`src/rtl/sub_pkg.sv`:
```
// Shared defaults and FSM encoding for the sub-window accumulator.
package sub_pkg;
  localparam int DEF_DIFF_W = 5;
  localparam int DEF_CNT_W  = 4;
  localparam int DEF_ACC_W  = DEF_DIFF_W + DEF_CNT_W;

  typedef enum logic {
    IDLE  = 1'b0,
    ACCUM = 1'b1
  } state_t;
endpackage

```
`src/rtl/sub_win_minmax.sv`:
```
// Running signed min/max of the current window. The outputs already include
// this cycle's sample when en is high, so the parent can register a final
// result on the completing cycle.
module sub_win_minmax #(
  parameter int W = 5
) (
  input  logic                clk,
  input  logic                rst,
  input  logic signed [W-1:0] sample,
  input  logic                first,
  input  logic                en,
  output logic signed [W-1:0] win_min,
  output logic signed [W-1:0] win_max
);
  logic signed [W-1:0] min_q, max_q;

  // The first sample of a window seeds both extremes; later samples compare.
  always_comb begin
    win_min = min_q;
    win_max = max_q;
    if (en) begin
      if (first) begin
        win_min = sample;
        win_max = sample;
      end else begin
        win_min = (sample < min_q) ? sample : min_q;
        win_max = (sample > max_q) ? sample : max_q;
      end
    end
  end

  // Hold the running extremes between valid samples.
  always_ff @(posedge clk or posedge rst) begin
    if (rst) begin
      min_q <= '0;
      max_q <= '0;
    end else if (en) begin
      min_q <= win_min;
      max_q <= win_max;
    end
  end
endmodule

```
`src/rtl/sub_window_acc.sv`:
```
// Accumulates N signed difference samples into one window result with
// sum/min/max, presented on a valid/ready port. Accumulation never stalls:
// a result that completes while the previous one is still unaccepted is
// dropped and flagged on the sticky ovfErr.
module sub_window_acc
  import sub_pkg::*;
#(
  parameter int DIFF_W = DEF_DIFF_W,
  parameter int CNT_W  = DEF_CNT_W,
  localparam int ACC_W = DIFF_W + CNT_W
) (
  input  logic                     clk,
  input  logic                     rst,
  input  logic signed [DIFF_W-1:0] diffIn,
  input  logic                     diffValid,
  input  logic        [CNT_W-1:0]  winLen,
  output logic signed [ACC_W-1:0]  sumOut,
  output logic signed [DIFF_W-1:0] minOut,
  output logic signed [DIFF_W-1:0] maxOut,
  output logic                     sumValid,
  input  logic                     sumReady,
  output logic                     ovfErr,
  input  logic                     clrErr
);
  // One extra bit so a window of 2^CNT_W samples is representable.
  localparam int CW = CNT_W + 1;

  state_t                    state, state_nxt;
  logic        [CW-1:0]      cnt, cnt_nxt, n_len, n_nxt, n_in;
  logic signed [ACC_W-1:0]   acc, acc_nxt, diff_ext;
  logic signed [DIFF_W-1:0]  cur_min, cur_max;
  logic                      first, done;

  assign first    = (state == IDLE);
  assign diff_ext = $signed({{CNT_W{diffIn[DIFF_W-1]}}, diffIn});
  assign n_in     = (winLen == '0) ? CW'(1 << CNT_W) : {1'b0, winLen};

  sub_win_minmax #(.W(DIFF_W)) u_minmax (
    .clk     (clk),
    .rst     (rst),
    .sample  (diffIn),
    .first   (first),
    .en      (diffValid),
    .win_min (cur_min),
    .win_max (cur_max)
  );

  // Next-state, running sum/count and window-completion detect.
  always_comb begin
    state_nxt = state;
    cnt_nxt   = cnt;
    n_nxt     = n_len;
    acc_nxt   = acc;
    done      = 1'b0;
    if (diffValid) begin
      if (state == IDLE) begin
        acc_nxt = diff_ext;
        cnt_nxt = CW'(1);
        n_nxt   = n_in;
        if (n_in == CW'(1)) done = 1'b1;
        else                state_nxt = ACCUM;
      end else begin
        acc_nxt = acc + diff_ext;
        cnt_nxt = cnt + CW'(1);
        if (cnt_nxt == n_len) begin
          done      = 1'b1;
          state_nxt = IDLE;
        end
      end
    end
  end

  // Window state registers.
  always_ff @(posedge clk or posedge rst) begin
    if (rst) begin
      state <= IDLE;
      cnt   <= '0;
      n_len <= '0;
      acc   <= '0;
    end else begin
      state <= state_nxt;
      cnt   <= cnt_nxt;
      n_len <= n_nxt;
      acc   <= acc_nxt;
    end
  end

  // Result register with hold-until-accepted and drop-on-overflow.
  always_ff @(posedge clk or posedge rst) begin
    if (rst) begin
      sumOut   <= '0;
      minOut   <= '0;
      maxOut   <= '0;
      sumValid <= 1'b0;
    end else if (done && (!sumValid || sumReady)) begin
      sumOut   <= acc_nxt;
      minOut   <= cur_min;
      maxOut   <= cur_max;
      sumValid <= 1'b1;
    end else if (sumValid && sumReady) begin
      sumValid <= 1'b0;
    end
  end

  // Sticky overflow flag; a new drop wins over a simultaneous clear.
  always_ff @(posedge clk or posedge rst) begin
    if (rst)                               ovfErr <= 1'b0;
    else if (done && sumValid && !sumReady) ovfErr <= 1'b1;
    else if (clrErr)                        ovfErr <= 1'b0;
  end
endmodule
```
`config.mk`:
```
export PLATFORM = sky130hd
export DESIGN_NAME = sub_window_acc
export DESIGN_NICKNAME = d
export VERILOG_FILES = /design/src/rtl/sub_pkg.sv /design/src/rtl/sub_win_minmax.sv /design/src/rtl/sub_window_acc.sv
export SDC_FILE = /design/constraint.sdc
export NUM_CORES = 1
export LEC_CHECK = 0
export BUFFER_PORTS_ARGS = -buffer_cell sky130_fd_sc_hd__clkbuf_2
export CAP_MARGIN = 20
export CORE_MARGIN = 10
export CORE_UTILIZATION = 52
export DETAILED_ROUTE_END_ITERATION = 7
export MAX_ROUTING_LAYER = met4
export PLACE_DENSITY = 0.75
export SLEW_MARGIN = 30
export SYNTH_ARGS = -nofsm -noshare
export SYNTH_HDL_FRONTEND = slang
export SYNTH_SLANG_ARGS = --single-unit
```
`constraint.sdc`:
```
create_clock -name clk -period 2.15 [get_ports clk]
set_clock_uncertainty 0.15 [all_clocks]
set_input_delay 0.215 -clock clk [delete_from_list [all_inputs] [get_ports clk]]
set_output_delay 0.215 -clock clk [all_outputs]
set_load 0.005 [all_outputs]
```
**Yosys cells after proc, flatten, opt, wreduce, memory -nomap -nowiden**

Index checks and enable logic that the tools add are counted.

- Muxes and demuxes: 21
- Reduce and logical (&&, ||, !) cells: 11
- Equality and inequality tests: 2
- Bitwise operators: 1
- Add/sub/neg operators: 2
- Order comparisons: 2

Operators with widths:

| cell | number |
|---|---|
| $mux 5 | 8 |
| $mux 9 | 2 |
| $mux 1 | 11 |
| $add 9x5->9 | 1 |
| $add 5x1->5 const B | 1 |
| $eq 5x1->1 const B | 1 |
| $eq 5x5->1 | 1 |
| $gt 5x5->1 | 1 |
| $lt 5x5->1 | 1 |
| $logic_and 1x1->1 | 4 |
| $logic_not 4->1 | 1 |
| $reduce_bool 2->1 | 2 |
| $logic_not 1->1 | 2 |
| $reduce_and 2->1 | 1 |
| $logic_or 1x1->1 | 1 |
| $not 1->1 | 1 |

- Logic and storage cells: 50
- Output and inout port bits: 21
- Input port bits: 14
- Bits in registers: 51

**Longest topological paths before layout**

Gate-level depths: netlist (run 1).

- Depth in word-level cells: 9
- Depth in mapped cells: 9
- Depth with buffers taken out: 8

**Cells and area by module**

Synthesis (run 1) repeated with hierarchy kept, for this count alone.

- Cells, all modules: 277
- Area total of the unflattened synthesis: 3,135.5 um^2

Modules (own cells, without submodules):

| module | instances | area each (um^2) | cells an instance | seq. area each (um^2) |
|---|---|---|---|---|
| sub_window_acc | 1 | 2,309.7 | 211 | 1,026.0 |
| sub_win_minmax | 1 | 825.8 | 66 | 250.2 |

**Least setup slack after synthesis (run 1)**

No wires, ideal clock.

- Path type: flip-flop to flip-flop
- Start: register acc[0]
- End: register acc[8]
- Data required time: 1,880 ps
- Cell stages (with the launch flop): 9
- Setup slack: -30 ps
- Data arrival time: 1,910 ps
- Setup time: 120 ps
- Period minus slack after synthesis: 2,180 ps
- Path buffers: 0
- Path through: dfrtp_1 -> ha_1 -> fa_1 -> nand3_1 -> nand2_1 -> a21oi_1 -> mux2_2 -> a21oi_1 -> nor2_1

- Longest elaborated chain between the ends: 3

RTL lines:

| item | RTL line | text |
|---|---|---|
| from (decl) | sub_window_acc.sv:30 | `logic signed [ACC_W-1:0] acc, acc_nxt, diff_ext;` |
| from (signal assigned) | sub_window_acc.sv:84 | `acc <= acc_nxt;` |
| $add 9x5->9 | sub_window_acc.sv:63 | `acc_nxt = acc + diff_ext;` |
| $mux 9 | sub_window_acc.sv:56 | `if (state == IDLE) begin` |
| $mux 9 | sub_window_acc.sv:55 | `if (diffValid) begin` |
| via acc_nxt[8] | sub_window_acc.sv:30 |  |

The timed path passes the listed nets, and every way through them passes these cells.
A chain may end at the register's enable or synchronous reset.

**Worst setup path after layout (run 1)**

- Start: register cnt[0]
- End: register maxOut[3]

- Longest elaborated chain between the ends: 6

RTL lines:

| item | RTL line | text |
|---|---|---|
| from (decl) | sub_window_acc.sv:29 | `logic [CW-1:0] cnt, cnt_nxt, n_len, n_nxt, n_in;` |
| from (signal assigned) | sub_window_acc.sv:82 | `cnt <= cnt_nxt;` |
| $add 5x1->5 | sub_window_acc.sv:64 | `cnt_nxt = cnt + CW'(1);` |
| $eq 5x5->1 | sub_window_acc.sv:65 | `if (cnt_nxt == n_len) begin` |
| $mux 1 | sub_window_acc.sv:65 |  |
| $mux 1 | sub_window_acc.sv:56 |  |
| $mux 1 | sub_window_acc.sv:55 |  |
| $logic_and 1x1->1 | sub_window_acc.sv:95 | `end else if (done && (!sumValid \|\| sumReady)) begin` |
| to (signal assigned) | sub_window_acc.sv:98 | `maxOut <= cur_max;` |
| to (decl) | sub_window_acc.sv:19 | `output logic signed [DIFF_W-1:0] maxOut,` |

Every way passes these cells.

==> results of run 1 <==
## worst max-delay path: cells and delay by family (launching register included)
kind | cells | cell delay [ps]
flops | 1 | 430
simple gates | 2 | 420
fa+ha+maj | 1 | 290
mux | 1 | 290
compound gates | 1 | 240
buf+inv | 1 | 160
xor+xnor | 1 | 100
## routing by layer
layer | global-route usage | up-vias
met5 | - | -
met4 | 0.0392 | 0
met3 | 0.0344 | 9
met2 | 0.240 | 47
met1 | 0.176 | 1026
li1 | - | 1045
## flip-flops by register name, summed over array words and instances (netlist names)
register / cells
ovfErr: 1
u_minmax.max_q: 5
state: 1
u_minmax.min_q: 5
n_len: 5
sumOut: 9
sumValid: 1
cnt: 5
acc: 9
maxOut: 5
minOut: 5
## synthesized netlist by cell type, drive strengths merged
library cell	number	share of area
dfrtp	51	0.45
mux2	33	0.15
a21oi	19	0.033
ha	18	0.079
nand2	18	0.024
inv	17	0.022
nor2	17	0.022
o21ai	16	0.028
xnor2	8	0.025
buf	6	0.021
nand2b	6	0.013
nand3	6	0.011
a31oi	4	0.0088
mux2i	4	0.014
nor3	4	0.0070
o22ai	4	0.0088
xor2	4	0.012
a211oi	3	0.0079
clkbuf	3	0.0039
nor2b	3	0.0066
o21a	3	0.011
nand4	2	0.0044
a21o	1	0.0026
a221o	1	0.0035
a22o	1	0.0031
and2	1	0.0022
and4	1	0.0031
fa	1	0.0070
nor3b	1	0.0026
nor4	1	0.0044
o211ai	1	0.0026
o21bai	1	0.0026
o311a	1	0.0035
o311ai	1	0.0031
o41ai	1	0.0031
## kinds of logic after synthesis
family | after synthesis
adders and majority gates | 19
and+or+nand+nor | 60
AOI/OAI and AO/OA | 57
xor gates and xnor gates | 12
buffers and inverters | 26
muxes | 37
DFF | 51
## what timing repair did
item / 4_1_cts / 5_1_grt
pin swaps: 4 / 11
resized for setup: 16 / 23
endpoints found under the setup margin: 21 / 22
hold buffers: 3 / 1
gates cloned: 0 / 1
endpoints found under the hold margin: 25 / 1
## where the power goes
group	switching, uW	total, uW	internal [uW]
Combinational	1380	2990	1610
Clock	325	559	234
Sequential	308	1720	1410
## area by class of cell
class / instances / share of cell area
Clock buffer: 6 / 0.0200
Clock inverter: 2 / 0.00449
Inverter: 17 / 0.0176
Multi-Input combinational cell: 185 / 0.448
Sequential cell: 51 / 0.352
Tap cell: 70 / 0.0242
Timing Repair Buffer: 66 / 0.133
## metrics by stage
step | setup WS [ps] | TNS (ps)
2_1_floorplan | 2.75 | 0
3_3_place_gp | -139 | -937
3_5_place_dp | -126 | -1240
4_1_cts | -54.3 | -220
5_1_grt | -132 | -2170
6_report | -55.8 | -692
## path summary, 6_finish.rpt
kind | from | slack, ps | end | cells past startpoint
max reg2reg | cnt[0] | -60 | maxOut[3] | 7
min reg2reg | cnt[4] | 370 | cnt[4] | 1
min in group asynchronous | rst | 330 | sumOut[3] | 3
min | winLen[0] | 20 | n_len[0] | 2
max in group asynchronous | rst | 980 | minOut[4] | 4
max | cnt[0] | -60 | maxOut[3] | 7
==> implementation parameters, run 1 <==
Parameter                              Value

STA
  Smallest hold slack ... 24.4 ps
  Fraction of the cycle the final worst path needs ... 1.03
  Maximum operating frequency ... 453 MHz
  Setup repair after global routing missed its margin ... yes
  Number of hold violations in the final report ... 0
  Final Max Tran Viols ... 0
  Post-route worst setup slack ... -55.8 ps
  Final setup violation count ... 16
  Remaining max-slew budget at the tightest pin ... 0.648
  Worst-margin pin slew ... 527 ps
  Minimum period implied by the final worst setup slack ... 2210 ps

Layout
  Final Non-Filler Cells ... 397
  Count of antenna diodes in the layout ... 0
  Number of nets in the layout ... 359
  Share of post-route cells with drive strength above 1 ... 0.388
  Post-layout utilization of the core ... 0.696
  Most common library cell in the layout ignoring fill and taps ... sky130_fd_sc_hd__dfrtp_1
  Final non-filler cell area ... 3620 um^2
  Layout-stage area growth over the synthesis result ... 26.8%
  Filler cell count in the final layout ... 395
  Area occupied by multi-input gates ... 1620 um^2
  Commonest non-fill, non-tap cells in the layout ... sky130_fd_sc_hd__dfrtp_1 (51), sky130_fd_sc_hd__clkbuf_2 (34), sky130_fd_sc_hd__buf_4 (23)
  Register area ... 1280 um^2

Floorplan
  IO Count ... 35
  Die height ... 94.1 um
  Number of rows created at floorplan ... 26
  Initial core utilization ... 0.549
  Full die area ... 8860 um^2
  Die W ... 94.1 um
  Core outline area ... 5200 um^2

Global route
  Number of global-route vias before repair ... 2202
  First-pass GRT wire length ... 10.4 mm
  Pin count of the biggest net entering global routing ... 29
  Antenna violations before repair ... 0
  Total Routing Usage GR ... 0.146
  Leftover overflow at the end of global routing ... 0

Placed design
  Instance area after placement ... 3290 um^2
  Total half-perimeter wirelength after legalization and detailed placement ... 4.49 mm
  Count of port buffers added during placement ... 34
  Final weighted congestion in routability-driven placement ... 0.876
  Count of placed standard cells including taps ... 384

Yosys
  Fraction of the mapped netlist area in adder cells ... 0.0859
  Fraction of the mapped netlist area in compound gates ... 0.121
  Mapped Area ... 2860 um^2
  Sequential element share of the synthesized area ... 0.447
  Synthesized netlist net count ... 295
  Post-synthesis simple-gate area fraction ... 0.0999
  #FFs+latches synth ... 51
  Yosys warnings ... 0
  Dominant combinational cell family by area after synthesis ... multiplexers
  Unique masters post-synth ... 42
  Syn Area/Cell ... 10.9 um^2
  Mux share of post-synthesis cell area ... 0.163
  Post-synthesis share of cell area spent on xor and xnor gates ... 0.0368
  Post-synthesis cell count ... 262

Critical path
  Critical path capture point type ... register
  Cell with the biggest individual delay on the critical path ... sky130_fd_sc_hd__dfrtp_1
  Worst stage delay on the critical path ... 430 ps
  Critical path peak fanout ... 4
  Data arrival time of the worst path ... 2250 ps
  Critical path cell sequence ... ha_4 > xnor2_2 > nand3_2 > nor4_4 > o21a_4 > clkbuf_16 > mux2_4
  Critical Setup Path Class ... register to register
  WP data required ... 2190 ps
  Startpoint Class ... register

Routing
  Via total after detailed routing ... 2127
  Sum of routed wire segments on met1 ... 2.83 mm
  Met3 WL ... 229 um
  Detailed Route Iter0 Violations ... 107
  Number of design rule violations left after detail routing ... 0
  Antenna Violating Nets Remaining ... 0
  Uppermost metal layer occupied by signal nets ... met4
  Drt first pass iters ... 4
  Routed len/inst ... 15.6 um
  Via-to-Cell Ratio ... 5.36
  Sum of met2 wire segment lengths after detailed routing ... 3.08 mm
  Final wirelength ... 6.21 mm

Power and ir drop
  Reported leakage power ... 0.00172 uW
  Worst vdd rail ir drop ... 0.709 mV
  Total power draw ... 5270 uW
  Total power divided by cell area ... 1450 nW/um^2

CTS
  Latest clock arrival within the worst-skew pair ... 310 ps
  CTS clk-pin slew, worst paths ... 100 ps
  Buffer levels on the longest clock path ... 2
  TritonCTS clock tree ... done
  Clock tree sinks ... 51
  Post-CTS setup buffers ... 0
  Clock root buffer master ... sky130_fd_sc_hd__clkbuf_8
  Number of buffers added by the clock tree synthesis step ... 5
  H-tree depth ... 2

Run status
  Failing checks ... setup timing
  Status ... finished, violations left

Min path
  Path type of the worst min-delay path ... input pin to register

Job
  Reported max-cap violation count ... 0
Power figures use the tool's default switching activity.
==> inputs of run 2 (changes only) <==
- CORE_UTILIZATION: 52 -> 59
- PLACE_DENSITY: 0.75 -> 0.8
- SYNTH_HIERARCHICAL: unset -> 1
- clock period: 2.15 -> 2.27 ns (I/O delays scaled with it)
==> run 2 against run 1 <==
  * The run now ends clean
  * Register-to-register slack improved by 70 ps
  * Power increased by 0.37%
  * Flip-flop and latch count unchanged
  * Cell area increased by 6.2%
  * Die area decreased by 2.6%
  * Sequential share of layout area decreased by 2.1 points
  * Clock power increased by 3%
  * Synthesized area increased by 9.8%
  * Synthesized cell count increased by 5.7%
  * Combinational power increased by 2%
  * Clock-buffer cell count increased by 2
  * Critical endpoint is now maxOut[1]
  * Largest power group unchanged
  * Highest routed layer unchanged
==> implementation parameters, run 2 <==
Parameter                              Value

Routing
  Via-to-Cell Ratio ... 5.64 (was 5.36)
  Number of design rule violations left after detail routing ... 0 (unchanged)
  Antenna Violating Nets Remaining ... 0 (unchanged)
  Via total after detailed routing ... 2347 (was 2127)
  Final wirelength ... 6.87 mm (was 6.21 mm)
  Routed len/inst ... 16.5 um (was 15.6 um)
  Drt first pass iters ... 4 (unchanged)
  Detailed Route Iter0 Violations ... 115 (was 107)

Job
  Reported max-cap violation count ... 0 (unchanged)

Placed design
  Instance area after placement ... 3540 um^2 (was 3290 um^2)
  Count of port buffers added during placement ... 34 (unchanged)
  Pre-CTS setup slack ... -48.4 ps (was -126 ps)
  Total half-perimeter wirelength after legalization and detailed placement ... 5.00 mm (was 4.49 mm)
  Final weighted congestion in routability-driven placement ... 0.813 (was 0.876)

STA
  Remaining max-slew budget at the tightest pin ... 0.705 (was 0.648)
  Setup repair after global routing missed its margin ... yes (unchanged)
  Final Max Tran Viols ... 0 (unchanged)
  Number of hold violations in the final report ... 0 (unchanged)
  Worst-margin pin slew ... 441 ps (was 527 ps)
  Maximum operating frequency ... 442 MHz (was 453 MHz)
  Minimum period implied by the final worst setup slack ... 2260 ps (was 2210 ps)
  Setup TNS ... 0 ps (was -692 ps)
  Fraction of the cycle the final worst path needs ... 0.996 (was 1.03)
  Final setup violation count ... 0 (was 16)
  Post-route worst setup slack ... 9.84 ps (was -55.8 ps)

Critical path
  Flop-to-flop setup slack ... 10 ps (was -60 ps)
  Data arrival time of the worst path ... 2310 ps (was 2250 ps)
  Startpoint Class ... register (unchanged)
  Critical R2R Capture ... maxOut[1] (was maxOut[3])
  WP data required ... 2320 ps (was 2190 ps)
  Critical path capture point type ... register (unchanged)
  Critical Setup Path Class ... register to register (unchanged)
  Cell count of the worst reg-to-reg path ... 7 (unchanged)
  Critical path peak fanout ... 8 (was 4)
  Reg-to-reg critical path startpoint ... u_minmax/max_q[4] (was cnt[0])
  Launching instance or port of the critical path ... u_minmax/max_q[4] (was cnt[0])

Yosys
  Top cells by area in the synthesized netlist ... sky130_fd_sc_hd__dfrtp_1 (41%), sky130_fd_sc_hd__mux2_2 (9.3%), sky130_fd_sc_hd__mux2_4 (8.6%), sky130_fd_sc_hd__ha_1 (7.2%), sky130_fd_sc_hd__inv_1 (2.6%) (was sky130_fd_sc_hd__dfrtp_1 (45%), sky130_fd_sc_hd__ha_1 (7.9%), sky130_fd_sc_hd__mux2_2 (7.5%), sky130_fd_sc_hd__mux2_4 (7.4%), sky130_fd_sc_hd__a21oi_1 (3.3%))
  Syn Area/Cell ... 11.3 um^2 (was 10.9 um^2)
  Post-synthesis cell count ... 277 (was 262)
  Async S/R FF share, synth ... 1.00 (unchanged)
  Most frequent cell after synthesis ... sky130_fd_sc_hd__dfrtp_1 (unchanged)
  Yosys warnings ... 6 (was 0)
  Most area-hungry cell type in the Yosys netlist ... sky130_fd_sc_hd__dfrtp_1 (unchanged)
  Unique masters post-synth ... 59 (was 42)
  Mapped Area ... 3140 um^2 (was 2860 um^2)
  Number of synthesized flops with an enable pin ... 0 (unchanged)
  Flip-flop cell with the highest count after synthesis ... sky130_fd_sc_hd__dfrtp_1 (unchanged)
  Sequential element share of the synthesized area ... 0.407 (was 0.447)
  Area share of the largest cell type after synthesis ... 0.407 (was 0.447)
  Synthesized netlist net count ... 310 (was 295)
  Most numerous cell types in the synthesized netlist ... sky130_fd_sc_hd__dfrtp_1 (51), sky130_fd_sc_hd__mux2_2 (26), sky130_fd_sc_hd__inv_1 (22), sky130_fd_sc_hd__ha_1 (18), sky130_fd_sc_hd__mux2_4 (18) (was sky130_fd_sc_hd__dfrtp_1 (51), sky130_fd_sc_hd__a21oi_1 (19), sky130_fd_sc_hd__mux2_2 (19), sky130_fd_sc_hd__ha_1 (18), sky130_fd_sc_hd__nand2_1 (18))
  #FFs+latches synth ... 51 (unchanged)

CTS
  Number of buffers added by the clock tree synthesis step ... 5 (unchanged)
  Latest clock arrival within the worst-skew pair ... 310 ps (about the same)
  TritonCTS clock tree ... done (unchanged)
  Buffer levels on the longest clock path ... 2 (unchanged)
  Clock tree sinks ... 51 (unchanged)
  CTS clk-pin slew, worst paths ... 90 ps (was 100 ps)
  Clock root buffer master ... sky130_fd_sc_hd__clkbuf_8 (unchanged)
  H-tree depth ... 2 (unchanged)

Power and ir drop
  Total power draw ... 5290 uW (was 5270 uW)
  Total power divided by cell area ... 1370 nW/um^2 (was 1450 nW/um^2)
  Worst vdd rail ir drop ... 0.667 mV (was 0.709 mV)
  Reported leakage power ... 0.00185 uW (was 0.00172 uW)

Min path
  Hold Path Depth ... 2 (unchanged)
  Start point of the worst hold path ... winLen[3] (was winLen[0])
  Path type of the worst min-delay path ... input pin to register (unchanged)
  Worst-case hold path end point ... n_len[3] (was n_len[0])

Floorplan
  Die W ... 92.9 um (was 94.1 um)
  Die height ... 92.9 um (was 94.1 um)
  Full die area ... 8630 um^2 (was 8860 um^2)
  Number of rows created at floorplan ... 26 (unchanged)
  Initial core utilization ... 0.610 (was 0.549)
  Core outline area ... 5140 um^2 (was 5200 um^2)
  IO Count ... 35 (unchanged)

Global route
  Leftover overflow at the end of global routing ... 0 (unchanged)
  Antenna violations before repair ... 0 (unchanged)
  First-pass GRT wire length ... 11.3 mm (was 10.4 mm)
  Pin count of the biggest net entering global routing ... 29 (unchanged)
  Total Routing Usage GR ... 0.164 (was 0.146)
  Number of global-route vias before repair ... 2371 (was 2202)

Run status
  Status ... completed (was finished, violations left)

Layout
  Post-layout utilization of the core ... 0.748 (was 0.696)
  Filler cell count in the final layout ... 352 (was 395)
  Commonest non-fill, non-tap cells in the layout ... sky130_fd_sc_hd__dfrtp_1 (51), sky130_fd_sc_hd__clkbuf_2 (34), sky130_fd_sc_hd__buf_4 (32) (was sky130_fd_sc_hd__dfrtp_1 (51), sky130_fd_sc_hd__clkbuf_2 (34), sky130_fd_sc_hd__buf_4 (23))
  Count of antenna diodes in the layout ... 0 (unchanged)
  Final non-filler cell area ... 3840 um^2 (was 3620 um^2)
  Number of nets in the layout ... 378 (was 359)
  Largest registers ... acc: 9 flops, sumOut: 9 flops (unchanged)
  Most common library cell in the layout ignoring fill and taps ... sky130_fd_sc_hd__dfrtp_1 (unchanged)
  Layout-stage area growth over the synthesis result ... 22.6% (was 26.8%)
  Share of post-route cells with drive strength above 1 ... 0.408 (was 0.388)
==> run 2: layout make-up <==
cell class / instances / area [um^2] / share of cell area
multi-input cells: 192 / 1790 / 0.464
flip-flops and latches: 51 / 1280 / 0.332
repair buffers: 73 / 513 / 0.133
clock buffers: 8 / 100 / 0.0260
well taps: 70 / 87.6 / 0.0228
inverters: 22 / 82.6 / 0.0215
==> run 2: kinds of logic (layout without fill, tap and decap cells) <==
group / count (synthesis) / in the layout / share of synthesized area
AND/OR/NAND/NOR: 65 / 65 / 0.122
AO/OA/AOI/OAI: 51 / 51 / 0.121
flip-flops: 51 / 51 / 0.407
multiplexers: 49 / 49 / 0.196
buffers and inverters: 34 / 103 / 0.0499
adder cells (fa/ha/maj): 19 / 19 / 0.0782
XOR/XNOR: 8 / 8 / 0.0267
==> run 2: worst max-delay path by stage <==
| stage | slack (ps) | to |
|---|---|---|
| 5_1_grt | -50 | maxOut[1] |
| 3_3_place_gp | 8 | minOut[2] |
| 4_1_cts | 6 | minOut[4] |
| 3_5_place_dp | -50 | maxOut[1] |
| 2_1_floorplan | 40 | minOut[2] |
| 6_report | 10 | maxOut[1] |
==> run 2: stage by stage <==
stage          hold WS, ps  std cells
2_1_floorplan        -82.8        277
3_3_place_gp          79.3        394
3_5_place_dp          91.1        394
4_1_cts               30.4        410
5_1_grt               31.9        416
6_report              40.0        416
==> run 2: worst max-delay path, stage by stage, from the launching register on <==
cell                       delay (ps)
sky130_fd_sc_hd__dfrtp_1          360
sky130_fd_sc_hd__inv_1             50
sky130_fd_sc_hd__ha_1             280
sky130_fd_sc_hd__or2b_1           230
sky130_fd_sc_hd__o211ai_2         140
sky130_fd_sc_hd__a31oi_4          320
sky130_fd_sc_hd__mux2_2           370
sky130_fd_sc_hd__mux2_4           260
==> run 2: layer usage <==
| layer | track usage | part of all wire |
|---|---|---|
| met5 | - | 0 |
| met4 | 0.0501 | 0.016 |
| met3 | 0.0307 | 0.039 |
| met2 | 0.271 | 0.49 |
| met1 | 0.198 | 0.45 |
==> run 2: report_power, final <==
group          switching [uW]  total [uW]  internal, uW
sequential                323        1670          1340
clock                     299         578           279
combinational            1320        3040          1720
==> run 2: timing repair <==
action | CTS | global route
pin swaps | 2 | 2
endpoints found under the hold margin | 52 | 0
setup endpoints to repair | 15 | 20
setup buffers | 6 | 6
resized for setup | 5 | 12
hold buffers | 2 | 0
